## config.mk

```make
export PLATFORM = sky130hd
export DESIGN_NAME = kmeans_apb_sequencer_flat
export DESIGN_NICKNAME = d
export VERILOG_FILES = /design/src/rtl/kmeans_pkg.sv /design/src/rtl/kmeans_apb_sequencer_if.sv /design/src/rtl/kmeans_apb_master.sv /design/src/rtl/kmeans_apb_sequencer.sv /design/src/flat_wrapper.sv
export SDC_FILE = /design/constraint.sdc
export NUM_CORES = 1
export LEC_CHECK = 0
export ABC_AREA = 1
export CORE_AREA = 2 2 154 156
export CTS_CLUSTER_DIAMETER = 200
export CTS_CLUSTER_SIZE = 10
export DETAILED_ROUTE_END_ITERATION = 8
export DIE_AREA = 0 0 156 158
export PLACE_DENSITY = 0.81
export SETUP_SLACK_MARGIN = 0.02
export SYNTH_ARGS = -nofsm -noshare
export SYNTH_HDL_FRONTEND = slang
export SYNTH_SLANG_ARGS = --single-unit
```

## constraint.sdc

```tcl
create_clock -name clk -period 2.2 [get_ports clk]
set_clock_uncertainty 0.05 [all_clocks]
set_input_delay 0.44 -clock clk [delete_from_list [all_inputs] [get_ports clk]]
set_output_delay 0.44 -clock clk [all_outputs]
set_load 0.005 [all_outputs]
```

## src/rtl/kmeans_pkg.sv

```systemverilog
// Shared types for the k-means APB sequencer: register map, FSM states, limits.
package kmeans_pkg;

   localparam int KM_MAX_POINTS = 511;

   typedef enum logic [3:0] {
      REG_STATUS    = 4'd0,
      REG_GO        = 4'd1,
      REG_CENT1     = 4'd2,
      REG_CENT2     = 4'd3,
      REG_CENT3     = 4'd4,
      REG_CENT4     = 4'd5,
      REG_CENT5     = 4'd6,
      REG_CENT6     = 4'd7,
      REG_CENT7     = 4'd8,
      REG_CENT8     = 4'd9,
      REG_RAM_ADDR  = 4'd10,
      REG_RAM_DATA  = 4'd11,
      REG_FIRST_RAM = 4'd12,
      REG_LAST_RAM  = 4'd13
   } km_reg_e;

   typedef enum logic [3:0] {
      S_IDLE, S_CENT, S_FIRST, S_LAST, S_PT_ADDR, S_PT_DATA,
      S_GO, S_WAIT_IRQ, S_RD, S_OUT, S_DONE
   } km_state_e;

   typedef enum logic {ENG_SETUP, ENG_ACCESS} km_eng_e;

endpackage

```

## src/rtl/kmeans_apb_sequencer_if.sv

```systemverilog
// APB bus between the sequencer (master) and k_means_top (slave).
interface kmeans_apb_sequencer_if #(
   parameter int addrWidth = 9,
   parameter int dataWidth = 91
);
   logic [addrWidth-1:0] paddr;
   logic                 pwrite;
   logic                 psel;
   logic                 penable;
   logic [dataWidth-1:0] pwdata;
   logic [dataWidth-1:0] prdata;
   logic                 pready;

   modport master (output paddr, pwrite, psel, penable, pwdata, input prdata, pready);
   modport slave  (input paddr, pwrite, psel, penable, pwdata, output prdata, pready);
endinterface

```

## src/rtl/kmeans_apb_master.sv

```systemverilog
// Single-transfer APB engine: a request seen while idle is the setup cycle itself,
// then the access phase is held until pready.
module kmeans_apb_master
   import kmeans_pkg::*;
#(
   parameter int addrWidth = 9,
   parameter int dataWidth = 91
) (
   input  logic                 clk,
   input  logic                 rst,
   input  logic                 req,
   input  logic                 wr,
   input  logic [addrWidth-1:0] addr,
   input  logic [dataWidth-1:0] wdata,
   output logic                 idle,
   output logic                 ack,
   output logic [dataWidth-1:0] rdata,
   kmeans_apb_sequencer_if.master apb
);

   km_eng_e              state, state_nx;
   logic [addrWidth-1:0] addr_q;
   logic [dataWidth-1:0] wdata_q;
   logic                 wr_q;

   logic [addrWidth-1:0] paddr_c;
   logic [dataWidth-1:0] pwdata_c;
   logic                 psel_c, penable_c, pwrite_c;

   always_ff @(posedge clk) begin
      if (rst) begin
         state   <= ENG_SETUP;
         addr_q  <= '0;
         wdata_q <= '0;
         wr_q    <= 1'b0;
      end else begin
         state <= state_nx;
         if (state == ENG_SETUP && req) begin
            addr_q  <= addr;
            wdata_q <= wdata;
            wr_q    <= wr;
         end
      end
   end

   always_comb begin
      state_nx  = state;
      psel_c    = 1'b0;
      penable_c = 1'b0;
      pwrite_c  = 1'b0;
      paddr_c   = '0;
      pwdata_c  = '0;
      ack       = 1'b0;
      case (state)
         ENG_SETUP: begin
            if (req) begin
               psel_c   = 1'b1;
               pwrite_c = wr;
               paddr_c  = addr;
               pwdata_c = wdata;
               state_nx = ENG_ACCESS;
            end
         end
         ENG_ACCESS: begin
            psel_c    = 1'b1;
            penable_c = 1'b1;
            pwrite_c  = wr_q;
            paddr_c   = addr_q;
            pwdata_c  = wdata_q;
            if (apb.pready) begin
               ack      = 1'b1;
               state_nx = ENG_SETUP;
            end
         end
         default: state_nx = ENG_SETUP;
      endcase
   end

   assign idle        = (state == ENG_SETUP);
   assign rdata       = apb.prdata;
   assign apb.psel    = psel_c;
   assign apb.penable = penable_c;
   assign apb.pwrite  = pwrite_c;
   assign apb.paddr   = paddr_c;
   assign apb.pwdata  = pwdata_c;

endmodule

```

## src/rtl/kmeans_apb_sequencer.sv

```systemverilog
// Autonomous APB programmer for k_means_top: loads centroids and points, fires go,
// waits for the interrupt and streams the final centroids out.
//
//   state      | meaning
//   IDLE       | wait for cfg_start, reject bad N
//   CENT       | write cent_1..cent_8 from the input stream
//   FIRST/LAST | program RAM range 1..N
//   PT_ADDR    | write RAM_addr <- k
//   PT_DATA    | write RAM_data <- next input word
//   GO         | write go <- 1
//   WAIT_IRQ   | wait for a fresh rising edge of interupt
//   RD         | read cent_(j+1)
//   OUT        | present centroid j until res_ready
//   DONE       | one-cycle done pulse
module kmeans_apb_sequencer
   import kmeans_pkg::*;
#(
   parameter int addrWidth     = 9,
   parameter int dataWidth     = 91,
   parameter int centroid_num  = 8,
   parameter int log2_cent_num = 3,
   parameter int count_width   = 10
) (
   input  logic                     clk,
   input  logic                     rst,
   input  logic                     cfg_start,
   input  logic [count_width-1:0]   cfg_num_points,
   input  logic                     in_valid,
   output logic                     in_ready,
   input  logic [dataWidth-1:0]     in_data,
   kmeans_apb_sequencer_if.master   apb,
   input  logic                     interupt,
   output logic                     res_valid,
   input  logic                     res_ready,
   output logic [dataWidth-1:0]     res_data,
   output logic [log2_cent_num-1:0] res_idx,
   output logic                     res_last,
   output logic                     busy,
   output logic                     done,
   output logic                     err
);

   km_state_e                state, state_nx;
   logic [log2_cent_num-1:0] cnt;
   logic [count_width-1:0]   k;
   logic [count_width-1:0]   n_pts;
   logic                     irq_q;

   logic                     req, wr, ack, eng_idle;
   logic [addrWidth-1:0]     addr;
   logic [dataWidth-1:0]     wdata, rdata;

   logic pts_ok, cent_last, irq_edge;

   assign pts_ok    = (cfg_num_points != '0) &&
                      (cfg_num_points <= count_width'(KM_MAX_POINTS));
   assign cent_last = (cnt == log2_cent_num'(centroid_num - 1));
   // irq_q samples every cycle, so a level already high on entry to WAIT_IRQ never looks like an edge
   assign irq_edge  = interupt & ~irq_q;
   assign in_ready  = (state == S_CENT || state == S_PT_DATA) && eng_idle;
   assign busy      = (state != S_IDLE) && (state != S_DONE);
   assign done      = (state == S_DONE);

   kmeans_apb_master #(
      .addrWidth (addrWidth),
      .dataWidth (dataWidth)
   ) u_master (
      .clk   (clk),
      .rst   (rst),
      .req   (req),
      .wr    (wr),
      .addr  (addr),
      .wdata (wdata),
      .idle  (eng_idle),
      .ack   (ack),
      .rdata (rdata),
      .apb   (apb)
   );

   always_ff @(posedge clk) begin
      if (rst) begin
         state     <= S_IDLE;
         cnt       <= '0;
         k         <= '0;
         n_pts     <= '0;
         irq_q     <= 1'b0;
         res_valid <= 1'b0;
         res_data  <= '0;
         res_idx   <= '0;
         res_last  <= 1'b0;
         err       <= 1'b0;
      end else begin
         state <= state_nx;
         irq_q <= interupt;
         err   <= 1'b0;
         case (state)
            S_IDLE: begin
               if (cfg_start) begin
                  if (pts_ok) begin
                     n_pts <= cfg_num_points;
                     cnt   <= '0;
                     k     <= count_width'(1);
                  end else begin
                     err <= 1'b1;
                  end
               end
            end
            S_CENT: if (ack) cnt <= cent_last ? '0 : cnt + 1'b1;
            S_PT_DATA: if (ack) k <= k + 1'b1;
            S_RD: begin
               if (ack) begin
                  res_valid <= 1'b1;
                  res_data  <= rdata;
                  res_idx   <= cnt;
                  res_last  <= cent_last;
               end
            end
            S_OUT: begin
               if (res_ready) begin
                  res_valid <= 1'b0;
                  res_last  <= 1'b0;
                  cnt       <= cent_last ? '0 : cnt + 1'b1;
               end
            end
            default: ;
         endcase
      end
   end

   always_comb begin
      state_nx = state;
      req      = 1'b0;
      wr       = 1'b1;
      addr     = '0;
      wdata    = '0;
      case (state)
         S_IDLE: if (cfg_start && pts_ok) state_nx = S_CENT;
         S_CENT: begin
            req   = in_valid & in_ready;
            addr  = addrWidth'(REG_CENT1) + addrWidth'(cnt);
            wdata = in_data;
            if (ack && cent_last) state_nx = S_FIRST;
         end
         S_FIRST: begin
            req   = 1'b1;
            addr  = addrWidth'(REG_FIRST_RAM);
            wdata = dataWidth'(1);
            if (ack) state_nx = S_LAST;
         end
         S_LAST: begin
            req   = 1'b1;
            addr  = addrWidth'(REG_LAST_RAM);
            wdata = dataWidth'(n_pts);
            if (ack) state_nx = S_PT_ADDR;
         end
         S_PT_ADDR: begin
            req   = 1'b1;
            addr  = addrWidth'(REG_RAM_ADDR);
            wdata = dataWidth'(k);
            if (ack) state_nx = S_PT_DATA;
         end
         S_PT_DATA: begin
            req   = in_valid & in_ready;
            addr  = addrWidth'(REG_RAM_DATA);
            wdata = in_data;
            if (ack) state_nx = (k == n_pts) ? S_GO : S_PT_ADDR;
         end
         S_GO: begin
            req   = 1'b1;
            addr  = addrWidth'(REG_GO);
            wdata = dataWidth'(1);
            if (ack) state_nx = S_WAIT_IRQ;
         end
         S_WAIT_IRQ: if (irq_edge) state_nx = S_RD;
         S_RD: begin
            req  = 1'b1;
            wr   = 1'b0;
            addr = addrWidth'(REG_CENT1) + addrWidth'(cnt);
            if (ack) state_nx = S_OUT;
         end
         S_OUT: if (res_ready) state_nx = cent_last ? S_DONE : S_RD;
         S_DONE: state_nx = S_IDLE;
         default: state_nx = S_IDLE;
      endcase
   end

endmodule

```

## src/flat_wrapper.sv

```systemverilog
// flat-port wrapper written by rule: the top's interface ports become plain ports
module kmeans_apb_sequencer_flat import kmeans_pkg::*;
#(
   parameter int addrWidth     = 9,
   parameter int dataWidth     = 91,
   parameter int centroid_num  = 8,
   parameter int log2_cent_num = 3,
   parameter int count_width   = 10
)
  (clk, rst, cfg_start, cfg_num_points, in_valid, in_ready, in_data, interupt, res_valid, res_ready, res_data, res_idx, res_last, busy, done, err, apb_paddr, apb_pwrite, apb_psel, apb_penable, apb_pwdata, apb_prdata, apb_pready);
  kmeans_apb_sequencer_if #(.addrWidth(addrWidth), .dataWidth(dataWidth)) apb_i ();
  input  logic clk;
  input  logic rst;
  input  logic cfg_start;
  input  logic [count_width-1:0] cfg_num_points;
  input  logic in_valid;
  output logic in_ready;
  input  logic [dataWidth-1:0] in_data;
  input  logic interupt;
  output logic res_valid;
  input  logic res_ready;
  output logic [dataWidth-1:0] res_data;
  output logic [log2_cent_num-1:0] res_idx;
  output logic res_last;
  output logic busy;
  output logic done;
  output logic err;
  output wire logic [$bits(apb_i.paddr)-1:0] apb_paddr;
  output wire logic [$bits(apb_i.pwrite)-1:0] apb_pwrite;
  output wire logic [$bits(apb_i.psel)-1:0] apb_psel;
  output wire logic [$bits(apb_i.penable)-1:0] apb_penable;
  output wire logic [$bits(apb_i.pwdata)-1:0] apb_pwdata;
  input wire logic [$bits(apb_i.prdata)-1:0] apb_prdata;
  input wire logic [$bits(apb_i.pready)-1:0] apb_pready;
  assign apb_paddr = apb_i.paddr;
  assign apb_pwrite = apb_i.pwrite;
  assign apb_psel = apb_i.psel;
  assign apb_penable = apb_i.penable;
  assign apb_pwdata = apb_i.pwdata;
  assign apb_i.prdata = apb_prdata;
  assign apb_i.pready = apb_pready;
  kmeans_apb_sequencer #(.addrWidth(addrWidth), .dataWidth(dataWidth), .centroid_num(centroid_num), .log2_cent_num(log2_cent_num), .count_width(count_width)) u_core (.clk(clk), .rst(rst), .cfg_start(cfg_start), .cfg_num_points(cfg_num_points), .in_valid(in_valid), .in_ready(in_ready), .in_data(in_data), .apb(apb_i), .interupt(interupt), .res_valid(res_valid), .res_ready(res_ready), .res_data(res_data), .res_idx(res_idx), .res_last(res_last), .busy(busy), .done(done), .err(err));
endmodule
```

; ---- Word-level counts from Yosys, hierarchy flattened
; Index checks and enable logic that the tools add are counted.
[classes]
addsub = 3
order_cmp = 1
n_eq_ne = 26
mux = 46
n_bitwise = 6
n_reduce_logical = 24
[op_table]
columns = cell, count
row1 = one-hot mux 91 bit (4 select lines), 1
row2 = one-hot mux 91 bit (2 select lines), 1
row3 = two-way mux 91 bit, 1
row4 = one-hot mux 9 bit (6 select lines), 1
row5 = two-way mux 4 bit, 10
row6 = one-hot mux 4 bit (10 select lines), 1
row7 = two-way mux 10 bit, 3
row8 = "!= test 2 x 1 -> 1 bit, second input constant", 10
row9 = one-hot mux 10 bit (2 select lines), 1
row10 = one-hot mux 9 bit (2 select lines), 1
row11 = "equality test 4 x 3 -> 1 bit, second input constant", 4
row12 = two-way mux 3 bit, 5
row13 = "equality test 4 bit, second input constant", 3
row14 = one-hot mux 1 bit (2 select lines), 6
row15 = two-way mux 1 bit, 11
row16 = "adder 10 x 1 -> 10 bit, second input constant", 1
row17 = equality test 10 bit, 1
row18 = "less-or-equal comparator 10 x 9 -> 1 bit, second input constant", 1
row19 = AND reduction 10 bit, 1
row20 = nonzero test 10 bit, 1
row21 = two-way mux 9 bit, 1
row22 = one-hot mux 3 bit (3 select lines), 1
row23 = "equality test 4 x 2 -> 1 bit, second input constant", 2
row24 = logical AND 1 bit, 6
row25 = 21 further kinds, 32
[word_totals]
ff_bits = 227
output_inout_bits = 203
wordCells = 120

; ---- Depth between registers and ports, before layout
; Gate-level depths: netlist of the first run.
[depth]
ltp_word = 7
mapped_depth = 13

; ---- By module
; Synthesis of the first run repeated with hierarchy kept, for this count alone.
[unflattened]
cells_unflattened = 1681
area_unflattened_um2 = 11168.2
[modules_own_cells]
columns = module, instances, cells_each, area_per_inst_um2, seq_area_each_um2
row1 = kmeans_apb_sequencer, 1, 920, 5973.2, 2502.4
row2 = kmeans_apb_master, 1, 761, 5195.0, 2042.0

; ---- Worst setup path after synthesis of the first run
; No wires, ideal clock.
[synth_path]
path_kind = reg-to-output
startpoint = register u_core.state[3]
endpoint = output apb_paddr[1]
arrival_ns = 1.406
required_ns = 1.710
setup_slack_ns = 0.304
path_stages_with_launch = 12
n_path_buf = 2
cell_sequence = dfxtp_1 > buf_4 > nor2_2 > nand2_1 > nand2_1 > inv_2 > nand3_2 > nand2_2 > inv_2 > buf_4 > nand2_1 > nand2_1
[synth_via]
elab_chain_cells = 7
[synth_lines]
columns = element, line
row1 = from (decl), kmeans_apb_sequencer.sv:43  ; km_state_e state, state_nx;
row2 = from (signal assigned), kmeans_apb_sequencer.sv:93  ; state <= state_nx;
row3 = equality test 4 x 1 -> 1 bit / equality test 4 x 3 -> 1 bit (equally long branches), "kmeans_apb_sequencer.sv:60, kmeans_apb_sequencer.sv:136"
row4 = logical OR 1 bit, kmeans_apb_sequencer.sv:60  ; assign in_ready = (state == S_CENT || state == S_PT_DATA) && eng_idle;
row5 = logical AND 1 bit, kmeans_apb_sequencer.sv:60
row6 = AND 1 bit, "kmeans_apb_sequencer.sv:139, kmeans_apb_sequencer.sv:163"
row7 = one-hot mux 1 bit (2 select lines), kmeans_apb_sequencer.sv:136  ; case (state)
row8 = two-way mux 9 bit *, kmeans_apb_master.sv:56  ; if (req) begin
row9 = one-hot mux 9 bit (2 select lines) *, kmeans_apb_master.sv:54  ; case (state)
row10 = to (decl), flat_wrapper.sv:28  ; output wire logic [$bits(apb_i.paddr)-1:0] apb_paddr;
; Mark *: on every way between the ends. The rest lies on a longest branch, timed or not.

; ---- Worst setup path in the final report of the first run
[layout_path]
startpoint = register u_core.state[3]
endpoint = output apb_pwdata[3]
[layout_via]
elab_chain_cells = 7
[layout_lines]
columns = element, line
row1 = equality test 4 x 1 -> 1 bit / equality test 4 x 3 -> 1 bit (equally long branches), "kmeans_apb_sequencer.sv:60, kmeans_apb_sequencer.sv:136"
row2 = logical OR 1 bit, kmeans_apb_sequencer.sv:60
row3 = logical AND 1 bit, kmeans_apb_sequencer.sv:60
row4 = AND 1 bit, "kmeans_apb_sequencer.sv:139, kmeans_apb_sequencer.sv:163"
row5 = one-hot mux 1 bit (2 select lines), kmeans_apb_sequencer.sv:136
row6 = two-way mux 91 bit *, kmeans_apb_master.sv:56
row7 = one-hot mux 91 bit (2 select lines) *, kmeans_apb_master.sv:54
row8 = to (decl), flat_wrapper.sv:32  ; output wire logic [$bits(apb_i.pwdata)-1:0] apb_pwdata;
; Marked as above.

==> results of run 1 <==
-- sequential cells by signal (all words and copies together) (netlist names), 3 cells and up --
| register | flops |
|---|---|
| u_core.cnt | 3 |
| u_core.u_master.wdata_q | 91 |
| u_core.k | 10 |
| u_core.res_idx | 3 |
| u_core.res_data | 91 |
| u_core.state | 4 |
| u_core.u_master.addr_q | 4 |
| u_core.n_pts | 10 |
-- worst reg2reg max path, delay by kind of cell (launching register included) --
family	cells	cell delay (ns)
buffers and inverters	7	0.91
flip-flops	1	0.37
AND/OR/NAND/NOR	6	0.83
-- what timing repair did --
item	in CTS	in global routing
endpoints found under the setup margin	196	196
gates resized for setup	172	408
gates cloned	1	14
pin swaps	4	45
hold buffers	0	0
setup buffers	11	60
-- cells in the mapped netlist, types with 2 or more instances --
library cell | n | area [um2]
a21oi_1 | 44 | 220
buf_1 | 3 | 11.3
buf_2 | 24 | 120
buf_4 | 8 | 60.1
buf_6 | 5 | 56.3
clkbuf_1 | 54 | 203
dfxtp_1 | 222 | 4440
ha_1 | 4 | 50.1
inv_1 | 107 | 402
inv_2 | 8 | 30.0
nand2_1 | 581 | 2180
nand3_1 | 111 | 556
nand4_1 | 3 | 18.8
nor2_1 | 231 | 867
nor2_2 | 2 | 12.5
nor2_4 | 2 | 22.5
nor3_1 | 5 | 25.0
nor3_2 | 2 | 20.0
o21ai_0 | 99 | 495
o21ai_1 | 6 | 30.0
or2_2 | 3 | 18.8
xnor2_1 | 4 | 35.0
xor2_1 | 7 | 61.3
-- placed cells by master (no fill, tap or decap), types with 9 or more instances in the layout --
cell type,instances
nand3_1,33
buf_4,166
nor2_1,229
buf_8,11
nand2_4,10
a21oi_1,43
clkbuf_16,39
clkdlybuf4s50_1,295
buf_6,43
o21ai_0,99
clkbuf_2,28
buf_12,12
buf_2,52
nand2_2,45
nand2_1,527
nand3_2,50
inv_1,104
inv_2,9
nand3_4,29
dfxtp_1,218
-- area by class of cell --
class	count	area [um2]	area share (%)
timing repair buffer	632	6030	34.4
antenna	2	5.00	0.0286
multi-input combinational	1120	5530	31.6
clock inverter	1	8.76	0.0500
inverter	115	439	2.51
sequential	222	4450	25.4
clock buffer	28	679	3.88
tap	290	363	2.07
-- kinds of logic (layout without fill, tap and decap cells) --
group,after synthesis,after routing
AOI/OAI and AO/OA,154,154
buffers and inverters,209,776
xor gates and xnor gates,11,11
DFF,222,222
other,1,7
adders and majority gates,4,4
and+or+nand+nor,946,946
-- worst max path at each step --
stage                     from        endpoint  depth (start not counted)
3_3_place_gp          in_valid   apb_pwdata[5]                         10
6_report       u_core.state[3]   apb_pwdata[3]                         13
3_5_place_dp          in_valid   apb_pwdata[2]                         10
2_1_floorplan  u_core.state[3]    apb_paddr[1]                         11
5_1_grt        u_core.state[3]   apb_pwdata[3]                         13
4_1_cts        u_core.state[3]  apb_pwdata[67]                          9
-- through the flow --
stage / setup slack [ns] / hold slack (ns) / util [%] / power (uW)
after floorplan: 0.304 / 0.389 / - / 7160
after global placement: -0.476 / 0.399 / 66.0 / 9710
after detailed placement: -0.540 / 0.403 / 66.0 / 9830
after CTS: -0.807 / 0.413 / 69.7 / 13800
after global routing: -0.699 / 0.435 / 75.9 / 17600
final: -0.625 / 0.413 / 75.9 / 17000
-- power by group --
part,total [uW],switching (uW),internal (uW),leakage [uW]
clock,3780,1620,2150,0.000338
sequential,4560,220,4340,0.00180
combinational,8650,4440,4210,0.00675
-- per-layer routing --
| layer | wire length (um) | up-vias | global-route usage, % |
|---|---|---|---|
| li1 | - | 5903 | - |
| met1 | 15100 | 5903 | 30.2 |
| met2 | 21300 | 769 | 48.8 |
| met3 | 4640 | 215 | 8.05 |
| met4 | 2540 | 0 | 13.5 |
| met5 | 0 | - | 0 |
==> impl_metrics.env, run 1 <==
export IMPL_dp_hpwl_um=24900
export IMPL_synth_ff_type="dfxtp_1"
export IMPL_ant_nets=0
export IMPL_antenna_found_initial=2
export IMPL_r2r_slack_ns=-0.01
export IMPL_fmax_ghz=0.354
export IMPL_cts_sinks=222
export IMPL_holdPathEnd="u_core.res_valid"
export IMPL_wl_per_cell_um=18.1
export IMPL_required_ns=1.71
export IMPL_synth_simple_gate_area_share_pct=37.6
export IMPL_core_mm2=0.0231
export IMPL_grt_max_degree=118
export IMPL_critPathSlowestCell="dfxtp_4"
export IMPL_die_w_um=156
export IMPL_routed_wl_um=43600
export IMPL_cp_start_kind="register"
export IMPL_r2r_cells=13
export IMPL_area_growth_pct=74.6
export IMPL_ys_seq_area_share_pct=44.3
export IMPL_finish_net_count=2320
export IMPL_yosys_warnings=0
export IMPL_gp_congestion=0.964
export IMPL_overflow=0
export IMPL_setup_viol=99
export IMPL_finalCriticalPeriod_ns=2.83
export IMPL_finalWorstSetupSlack_ns=-0.625
export IMPL_cts_tree="done"
export IMPL_ys_async_sr_fraction_pct=0
export IMPL_tightest_slew_ns=0.505
export IMPL_firstDrtPassIters=7
export IMPL_cpMostUsedCell="buf_6"
export IMPL_synth_mux_area_fraction_pct=0
export IMPL_r2r_start="u_core.state[3]"
export IMPL_rsz0062_at_grt="true"
export IMPL_outcome="complete, but fails checks"
export IMPL_crit_family="buffers and inverters"
export IMPL_clk_pin_slew_ns=0.06
export IMPL_synthAdderAreaFrac_pct=0.499
export IMPL_initial_core_util_pct=43.5
export IMPL_fin_tns_setup_ns=-51.52
export IMPL_hold_path_depth=2
export IMPL_ys_ff_latch=222
export IMPL_synth_area_per_cell_um2=6.48
export IMPL_power_density_mw_per_mm2=971
export IMPL_min_delay_start="u_core.res_valid"
export IMPL_worst_path_buf_inv=7
export IMPL_port_buffers=396
export IMPL_ir_worst_vdd_uv=585
export IMPL_dpl_cell_count=2295
export IMPL_drive_above_1_share_pct=24.6
export IMPL_via_per_inst=5.31
export IMPL_period_share_pct=128
export IMPL_final_max_slew_violation_count=0
export IMPL_synth_top_family_by_area="simple AND/OR/NAND/NOR gates"
export IMPL_fin_cells=2410
export IMPL_grt_first_pass_wirelength_um=55200
export IMPL_die_area_mm2=0.0246
export IMPL_violations="setup timing"
export IMPL_cts_path_max_buffers=3
export IMPL_worstSetupPathType="reg2out"
export IMPL_min_path_type="reg2reg"
export IMPL_numCtsBuffers=26
export IMPL_synth_edff_count=0
export IMPL_critPathMaxStageDelay_ns=0.37
export IMPL_crit_arrival_ns=2.34
export IMPL_synth_compound_area_share_pct=7.82
export IMPL_fp_dieH_um=158
export IMPL_path_cells="buf_6, nor3_4, nand2_2, nand3_4, buf_6, nand2_4, clkinv_4, buf_12, buf_6, buf_8, nand2_4, nand2_1, buf_2"
export IMPL_num_rows=56
export IMPL_ios=402
export IMPL_hold_viol=0
export IMPL_cts_root_buf="clkbuf_16"
export IMPL_grt_pass1_vias=11334
export IMPL_track_usage_pct=27.5
export IMPL_maxCapViolations=0
export IMPL_clkLatencyLatePin_ns=0.52
export IMPL_design_area_mm2=0.0175
export IMPL_drc=0
export IMPL_drtIter0Drc=1290
export IMPL_crit_path_end_kind="output pin"
export IMPL_timing_slew_headroom_pct=66.4
export IMPL_syn_inst=1547
export IMPL_path_max_fanout=6
export IMPL_htreeDepth=1
export IMPL_synth_cell_type_count=35
export IMPL_reg2reg_to="u_core.u_master.wdata_q[64]"
export IMPL_placed_area_mm2=0.0152
export IMPL_fillers=1512
export IMPL_synth_xor_area_share_pct=0.961
export IMPL_netlist_area_mm2=0.0100
export IMPL_num_vias=12790
export IMPL_leakage_uw=0.00888
(Power assumes the default switching activity.)
==> run 2: changes to the inputs <==
CAP_MARGIN = 10   (was unset)
CORE_AREA = 2 2 158 160   (was 2 2 154 156)
DIE_AREA = 0 0 160 162   (was 0 0 156 158)
DONT_BUFFER_PORTS = 1   (was unset)
PLACE_DENSITY = unset   (was 0.81)
==> run 2 against run 1 <==
The run still ends with setup timing left. Via count decreased by 20%. Routed wire length decreased by 19%. Setup slack improved by 0.41 ns. Final area decreased by 22%. Critical path type unchanged. Largest cell class is now multi-input combinational cells.
==> impl_metrics.env, run 2 (same netlist as run 1, synthesis figures left out) <==
export IMPL_fp_dieH_um=162
export IMPL_gp_congestion=0.898
export IMPL_finish_net_count=1847
export IMPL_die_area_mm2=0.0259
export IMPL_seq_area_mm2=0.00446
export IMPL_multi_input_area_mm2=0.00576
export IMPL_fillers=2178
export IMPL_timing_slew_headroom_pct=66.0
export IMPL_clk_pin_slew_ns=0.06
export IMPL_outcome="complete, but fails checks"
export IMPL_htreeDepth=1
export IMPL_dp_hpwl_um=20100
export IMPL_area_growth_pct=36.6
export IMPL_path_cells="nor2_4, buf_4, inv_1, o22ai_1, nor2_1, o21ai_4, nand2_4, nand2_4"
export IMPL_grt_pass1_vias=9465
export IMPL_finalWorstSetupSlack_ns=-0.219
export IMPL_overflow=0
export IMPL_num_vias=10197
export IMPL_path_max_fanout=5
export IMPL_crit_family="simple AND/OR/NAND/NOR gates"
export IMPL_top_regs="u_core.res_data x91, u_core.u_master.wdata_q x91"
export IMPL_critPathSlowestCell="dfxtp_4"
export IMPL_tightest_slew_ns=0.510
export IMPL_hold_viol=0
export IMPL_grt_first_pass_wirelength_um=50100
export IMPL_cpMostUsedCell="nand2_4"
export IMPL_drtIter0Drc=720
export IMPL_final_cell_mix="479 x nand2_1, 224 x nor2_1, 216 x dfxtp_1"
export IMPL_initial_core_util_pct=41.6
export IMPL_numCtsBuffers=26
export IMPL_min_path_type="in2reg"
export IMPL_maxCapViolations=0
export IMPL_dp_slack_ns=0.147
export IMPL_leakage_uw=0.00677
export IMPL_cp_start_kind="register"
export IMPL_power_density_mw_per_mm2=1070
export IMPL_num_rows=57
export IMPL_cts_tree="done"
export IMPL_core_mm2=0.0241
export IMPL_ir_worst_vdd_uv=890
export IMPL_violations="setup timing"
export IMPL_rsz0062_at_grt="true"
export IMPL_clkLatencyLatePin_ns=0.52
export IMPL_crit_path_end_kind="output pin"
export IMPL_setup_viol=97
export IMPL_critPathMaxStageDelay_ns=0.38
export IMPL_drc=0
export IMPL_track_usage_pct=23.8
export IMPL_period_share_pct=110
export IMPL_cts_sinks=222
export IMPL_final_max_slew_violation_count=0
export IMPL_required_ns=1.71
export IMPL_ant_nets=0
export IMPL_grt_max_degree=119
export IMPL_cts_root_buf="clkbuf_16"
export IMPL_via_per_inst=5.18
export IMPL_fin_tns_setup_ns=-12.68
export IMPL_die_w_um=160
export IMPL_final_common_cell="nand2_1"
export IMPL_worstSetupPathType="reg2out"
export IMPL_routed_wl_um=35100
export IMPL_worst_path_buf_inv=2
export IMPL_wl_per_cell_um=17.8
export IMPL_drive_above_1_share_pct=19.5
export IMPL_antenna_found_initial=1
export IMPL_fmax_ghz=0.413
export IMPL_ios=402
export IMPL_finalCriticalPeriod_ns=2.42
export IMPL_crit_arrival_ns=1.93
export IMPL_firstDrtPassIters=5
export IMPL_port_buffers=0
export IMPL_cts_path_max_buffers=3
run 2: cell types whose count changed in the layout (fill, tap and decap cells not counted), moves of 11 or more:
cell / delta
buf_6: -34
nand2_2: +36
nand2_4: +11
clkdlybuf4s50_1: -295
dlygate4sd3_1: +77
clkbuf_2: -28
buf_4: -127
nand2_1: -48
buf_2: -49
run 2: path summary, 6_finish.rpt:
kind	startpoint	endpoint	slack, ns	cells past startpoint
max	u_core.state[2]	apb_paddr[0]	-0.22	8
min	apb_prdata[64]	u_core.res_data[64]	0.02	2
max reg2reg	u_core.state[0]	u_core.u_master.wdata_q[64]	0.12	14
min reg2reg	u_core.u_master.wr_q	u_core.u_master.wr_q	0.41	2
run 2: final cells by class:
class	instances	share of cell area, %
clock inverters	1	0.0639
multi-input cells	1120	42.1
repair inverters	1	0.119
clock buffers	28	4.96
flip-flops and latches	222	32.6
inverters	115	3.41
repair buffers	158	13.8
well taps	324	2.96
diodes	1	0.0183
run 2: report_power, final:
part,internal (uW),switching [uW],total (uW)
Clock,2150,1580,3730
Combinational,2460,3810,6270
Sequential,4350,243,4590
Total,8970,5630,14600
run 2: routing by layer:
layer  GRT usage, %  vias to the layer above  routed length [um]
met4           11.5                        0                1680
met3           5.67                       97                2810
li1               -                     4975                   -
met1           27.5                     4650               13400
met2           41.5                      475               17200
met5              0                        -                   0
run 2: what timing repair did:
action                                 4_1_cts  5_1_grt
hold buffers                                78        0
pin swaps                                   14       24
cloned                                      10       14
gates resized for setup                    145      157
buffers inserted                            18        7
endpoints found under the hold margin      111        0
setup endpoints to repair                   99      109
run 2: per-stage QoR:
step | std cells | hold WS, ns | util (%) | total power [uW] | cell area [um2]
final | 1970 | 0.0239 | 56.8 | 14600 | 13700
after floorplan | 1551 | 0.389 | - | 7160 | 10000
after detailed placement | 1816 | 0.397 | 43.0 | 8030 | 10400
after global routing | 1970 | 0.0108 | 56.8 | 15300 | 13700
after global placement | 1816 | 0.393 | 43.0 | 8000 | 10400
after CTS | 1951 | 0.00000139 | 53.0 | 13500 | 12800
==> edit 1, RTL diff (flow settings as in run 2) <==
`log2_cent_num` is set to 3 in 2 places; all go to 4.
--- a/src/rtl/kmeans_apb_sequencer.sv
+++ b/src/rtl/kmeans_apb_sequencer.sv
@@ -20,3 +20,3 @@
    parameter int centroid_num  = 8,
-   parameter int log2_cent_num = 3,
+   parameter int log2_cent_num = 4,
    parameter int count_width   = 10
--- a/src/flat_wrapper.sv
+++ b/src/flat_wrapper.sv
@@ -6,3 +6,3 @@
    parameter int centroid_num  = 8,
-   parameter int log2_cent_num = 3,
+   parameter int log2_cent_num = 4,
    parameter int count_width   = 10
Interface: changed (resized res_idx); port bits go from 402 to 403. No check against the original RTL was run, so the function may have changed too.
==> edit 1 against run 2 <==
The run still ends with negative setup slack left. Worst hold slack lost 0.0090 ns. Worst setup slack lost 0.048 ns. First-iteration DRC count shrank 6.5%. Cell area shrank 0.78%. Critical path depth grew 2. Total power shrank 6.1%. Routed wire length shrank 3.8%. Synthesized area grew 2.8%. Sequential cell count grew 3. Global-route usage shrank 0.58 points. Critical path type unchanged. Highest routed layer unchanged.
==> edit 1: results <==
group,metric,value,unit
run_status,status,"finished with violations",
run_status,violations,"negative setup slack",
final_layout,multi_input_area_share,41.9,%
sta,timing.hold.ws,0.0149,ns
global_route,grt_usage,23.2,%
final_layout,seq_area_share,33.3,%
global_route,grt_first_pass_wirelength,49.5,mm
cts,postCtsHoldBufs,53,
worst_setup_path,reg2reg_from,"u_core.state[1]$_SDFFE_PP0P_",
route,dr.pass1.iters,7,
pwr,vdd_drop_max,0.000826,V
final_layout,antenna_cells,0,
worst_setup_path,startpoint,"u_core.state[0]$_SDFFE_PP0P_",
worst_setup_path,rrSetupSlack,0.21,ns
cts,cts-resized-gates,102,
logic_synthesis,synth_common_cells,"nand2_1, nor2_1, dfxtp_1",
pwr,pg_seq,4.67,mW
sta,setup_slack,-0.267,ns
hold_path,hold_path_end,"u_core.n_pts[1]$_SDFFE_PP0P_",
global_route,grt_pass1_vias,9345,
cts,cts_setup_buffers,9,
logic_synthesis,synth_xor_area_share,0.935,%
worst_setup_path,endpoint,"apb_pwdata[73]",
route,vias_per_cell,5.00,
logic_synthesis,synth.distinct_cells,29,
placement,dpl_cell_area,0.0111,mm²
global_route,antenna_found_initial,0,
final_layout,drive_gt1_share,19.9,%
placement,dp_hpwl,21.4,mm
final_layout,clkCellAreaFrac,5.05,%
logic_synthesis,yosysSeqAreaShare,43.7,%
pwr,p_leak,6.78,nW
logic_synthesis,ys_ff_latch,225,
sta,fin_setup_tns,-19.96,ns
global_route,grt_max_degree,105,
placement,finalWeightedCongestion,0.889,
sta,finalSetupViolations,98,
-- edit 1: cell count changes after synthesis, moves of 4 or more --
cell / run 2 / this run
nand3_1: 111 / 88
clkbuf_1: 54 / 49
nor3_1: 5 / 9
inv_1: 107 / 121
nand3_2: 1 / 9
o211ai_1: 0 / 4
o21ai_1: 6 / 1
nor2_1: 231 / 241
o21ai_0: 99 / 135
nand2_1: 581 / 577
-- edit 1: stage by stage --
step                      total power, mW  std cells  utilization (%)
after floorplan                      7.26       1587                -
after global placement               8.24       1913             45.9
after detailed placement             8.28       1913             45.9
after CTS                            12.8       2006             52.8
after global routing                 14.4       2020             56.4
final                                13.7       2020             56.4
-- edit 1: per-layer routing --
layer	GRT usage (%)	share of wire [%]	up-vias
met4	8.03	3.2	0
met3	6.26	7.9	71
met5	0	0	-
met2	39.4	48	377
li1	-	-	5099
met1	28.5	41	4546
==> edit 2, RTL diff (config.mk and constraints of run 2) <==
Made on the original files. The 11 states of `km_state_e` get a one-hot encoding in 11 bits.
--- a/src/rtl/kmeans_pkg.sv
+++ b/src/rtl/kmeans_pkg.sv
@@ -22,5 +22,5 @@
 
-   typedef enum logic [3:0] {
-      S_IDLE, S_CENT, S_FIRST, S_LAST, S_PT_ADDR, S_PT_DATA,
-      S_GO, S_WAIT_IRQ, S_RD, S_OUT, S_DONE
+   typedef enum logic [10:0] {
+      S_IDLE = 11'b00000000001, S_CENT = 11'b00000000010, S_FIRST = 11'b00000000100, S_LAST = 11'b00000001000, S_PT_ADDR = 11'b00000010000, S_PT_DATA = 11'b00000100000,
+      S_GO = 11'b00001000000, S_WAIT_IRQ = 11'b00010000000, S_RD = 11'b00100000000, S_OUT = 11'b01000000000, S_DONE = 11'b10000000000
    } km_state_e;
Behaviour: same outputs for any inputs over 4 cycles, from zero or initial values and one cycle with rst high; so few cycles prove little.
==> edit 2 against run 2 <==
Cell area increased by 13%. Register-to-register slack worse by 0.72 ns. Largest cell class unchanged. Synthesized area rose by 1.7%. Total power up 0.69%. Fmax is 16% lower. The run ends with negative hold slack, negative setup slack left. Sequential cell count up 7. Die area unchanged. Critical path depth is 2 higher. Worst setup slack got worse by 0.46 ns. Sequential share of layout area shrank 2.7 points. Routed wire length rose by 14%. Non-clock buffer count up 38. Worst hold slack got worse by 0.073 ns.
==> edit 2: results <==
group,metric,value,unit
run_status,status,"finished with violations",
run_status,violations,"negative hold slack, negative setup slack",
route,drtIter0Drc,896,
logic_synthesis,synth_area_leaders,"dfxtp_1, nand2_1, nor2_1, nand3_1, a21oi_1",
final_layout,largestRegisters,"u_core.res_data: 91 flops, u_core.u_master.wdata_q: 91 flops, u_core.state: 11 flops",
pwr,vdd_drop_max,0.000626,V
worst_setup_path,worstPathArrival,2.39,ns
final_layout,final_nets,1827,
sta,finalHoldViolCount,34,
worst_setup_path,startpoint,"u_core.state[3]$_SDFFE_PP0P_",
worst_setup_path,reg2reg_from,"u_core.state[2]$_SDFFE_PP0P_",
logic_synthesis,synth_fa_ha_area_share,0.491,%
cts,postCtsHoldBufs,39,
hold_path,hp-start,"rst",
final_layout,drive_gt1_share,35.4,%
sta,timing.hold.ws,-0.0492,ns
global_route,grt_pass1_vias,9979,
route,finalWirelength,40.0,mm
logic_synthesis,synth_xor_area_share,1.03,%
final_layout,n_fill_cell,1799,
sta,setup_slack,-0.681,ns
logic_synthesis,synth_common_cells,"nand2_1, nor2_1, dfxtp_1",
sta,fin_setup_tns,-84.65,ns
sta,finalSetupViolations,196,
placement,dp_hpwl,20.7,mm
route,vias_per_cell,5.63,
global_route,grt_first_pass_wirelength,53.1,mm
## edit 2: path summary, 6_finish.rpt
kind	endpoint	cells past startpoint	slack (ns)
min	u_core.u_master.wdata_q[2]$_SDFFE_PP0P_	1	-0.05
min reg2reg	u_core.u_master.wdata_q[31]$_SDFFE_PP0P_	2	0.42
max reg2reg	u_core.u_master.wdata_q[65]$_SDFFE_PP0P_	19	-0.60
max	apb_pwdata[52]	10	-0.68
## edit 2: cell families (layout without fill, tap and decap cells)
logic type / Yosys count / in the layout
and+or+nand+nor: 863 / 863
DFF: 229 / 229
AOI/OAI and AO/OA: 225 / 225
buffers and inverters: 162 / 287
xor gates and xnor gates: 12 / 12
adders and majority gates: 4 / 4
other: 1 / 5
## edit 2: routing by layer
| layer | GRT usage (%) | share of wire [%] | up-vias |
|---|---|---|---|
| met5 | 0 | 0 | - |
| met4 | 11.0 | 5.6 | 0 |
| met3 | 6.77 | 8.7 | 163 |
| met2 | 44.8 | 49 | 589 |
| met1 | 28.1 | 36 | 5152 |
| li1 | - | - | 5077 |
## edit 2: power groups by stage
stage               Combinational [mW]  Sequential, mW  Clock (mW)
global route                      6.78            4.59        3.98
CTS                               4.82            4.53        3.79
finish                            6.40            4.57        3.73
floorplan                         2.24            4.53           0
global placement                  3.12            4.59           0
detailed placement                3.15            4.59           0
## edit 2: final cells by class
cell class	count	share of cell area [%]
multi-input combinational	1109	45.6
sequential	229	29.9
timing repair buffer	196	15.8
clock buffer	29	4.42
tap	324	2.62
inverter	62	1.64
## edit 2: per-stage QoR
stage	cells	total power, mW	hold slack [ns]	area [µm²]
floorplan	1500	6.77	0.389	10200
global placement	1777	7.71	0.392	10600
detailed placement	1777	7.74	0.396	10600
CTS	1889	13.1	-0.0686	13400
global route	1949	15.4	-0.0773	15400
finish	1949	14.7	-0.0492	15400
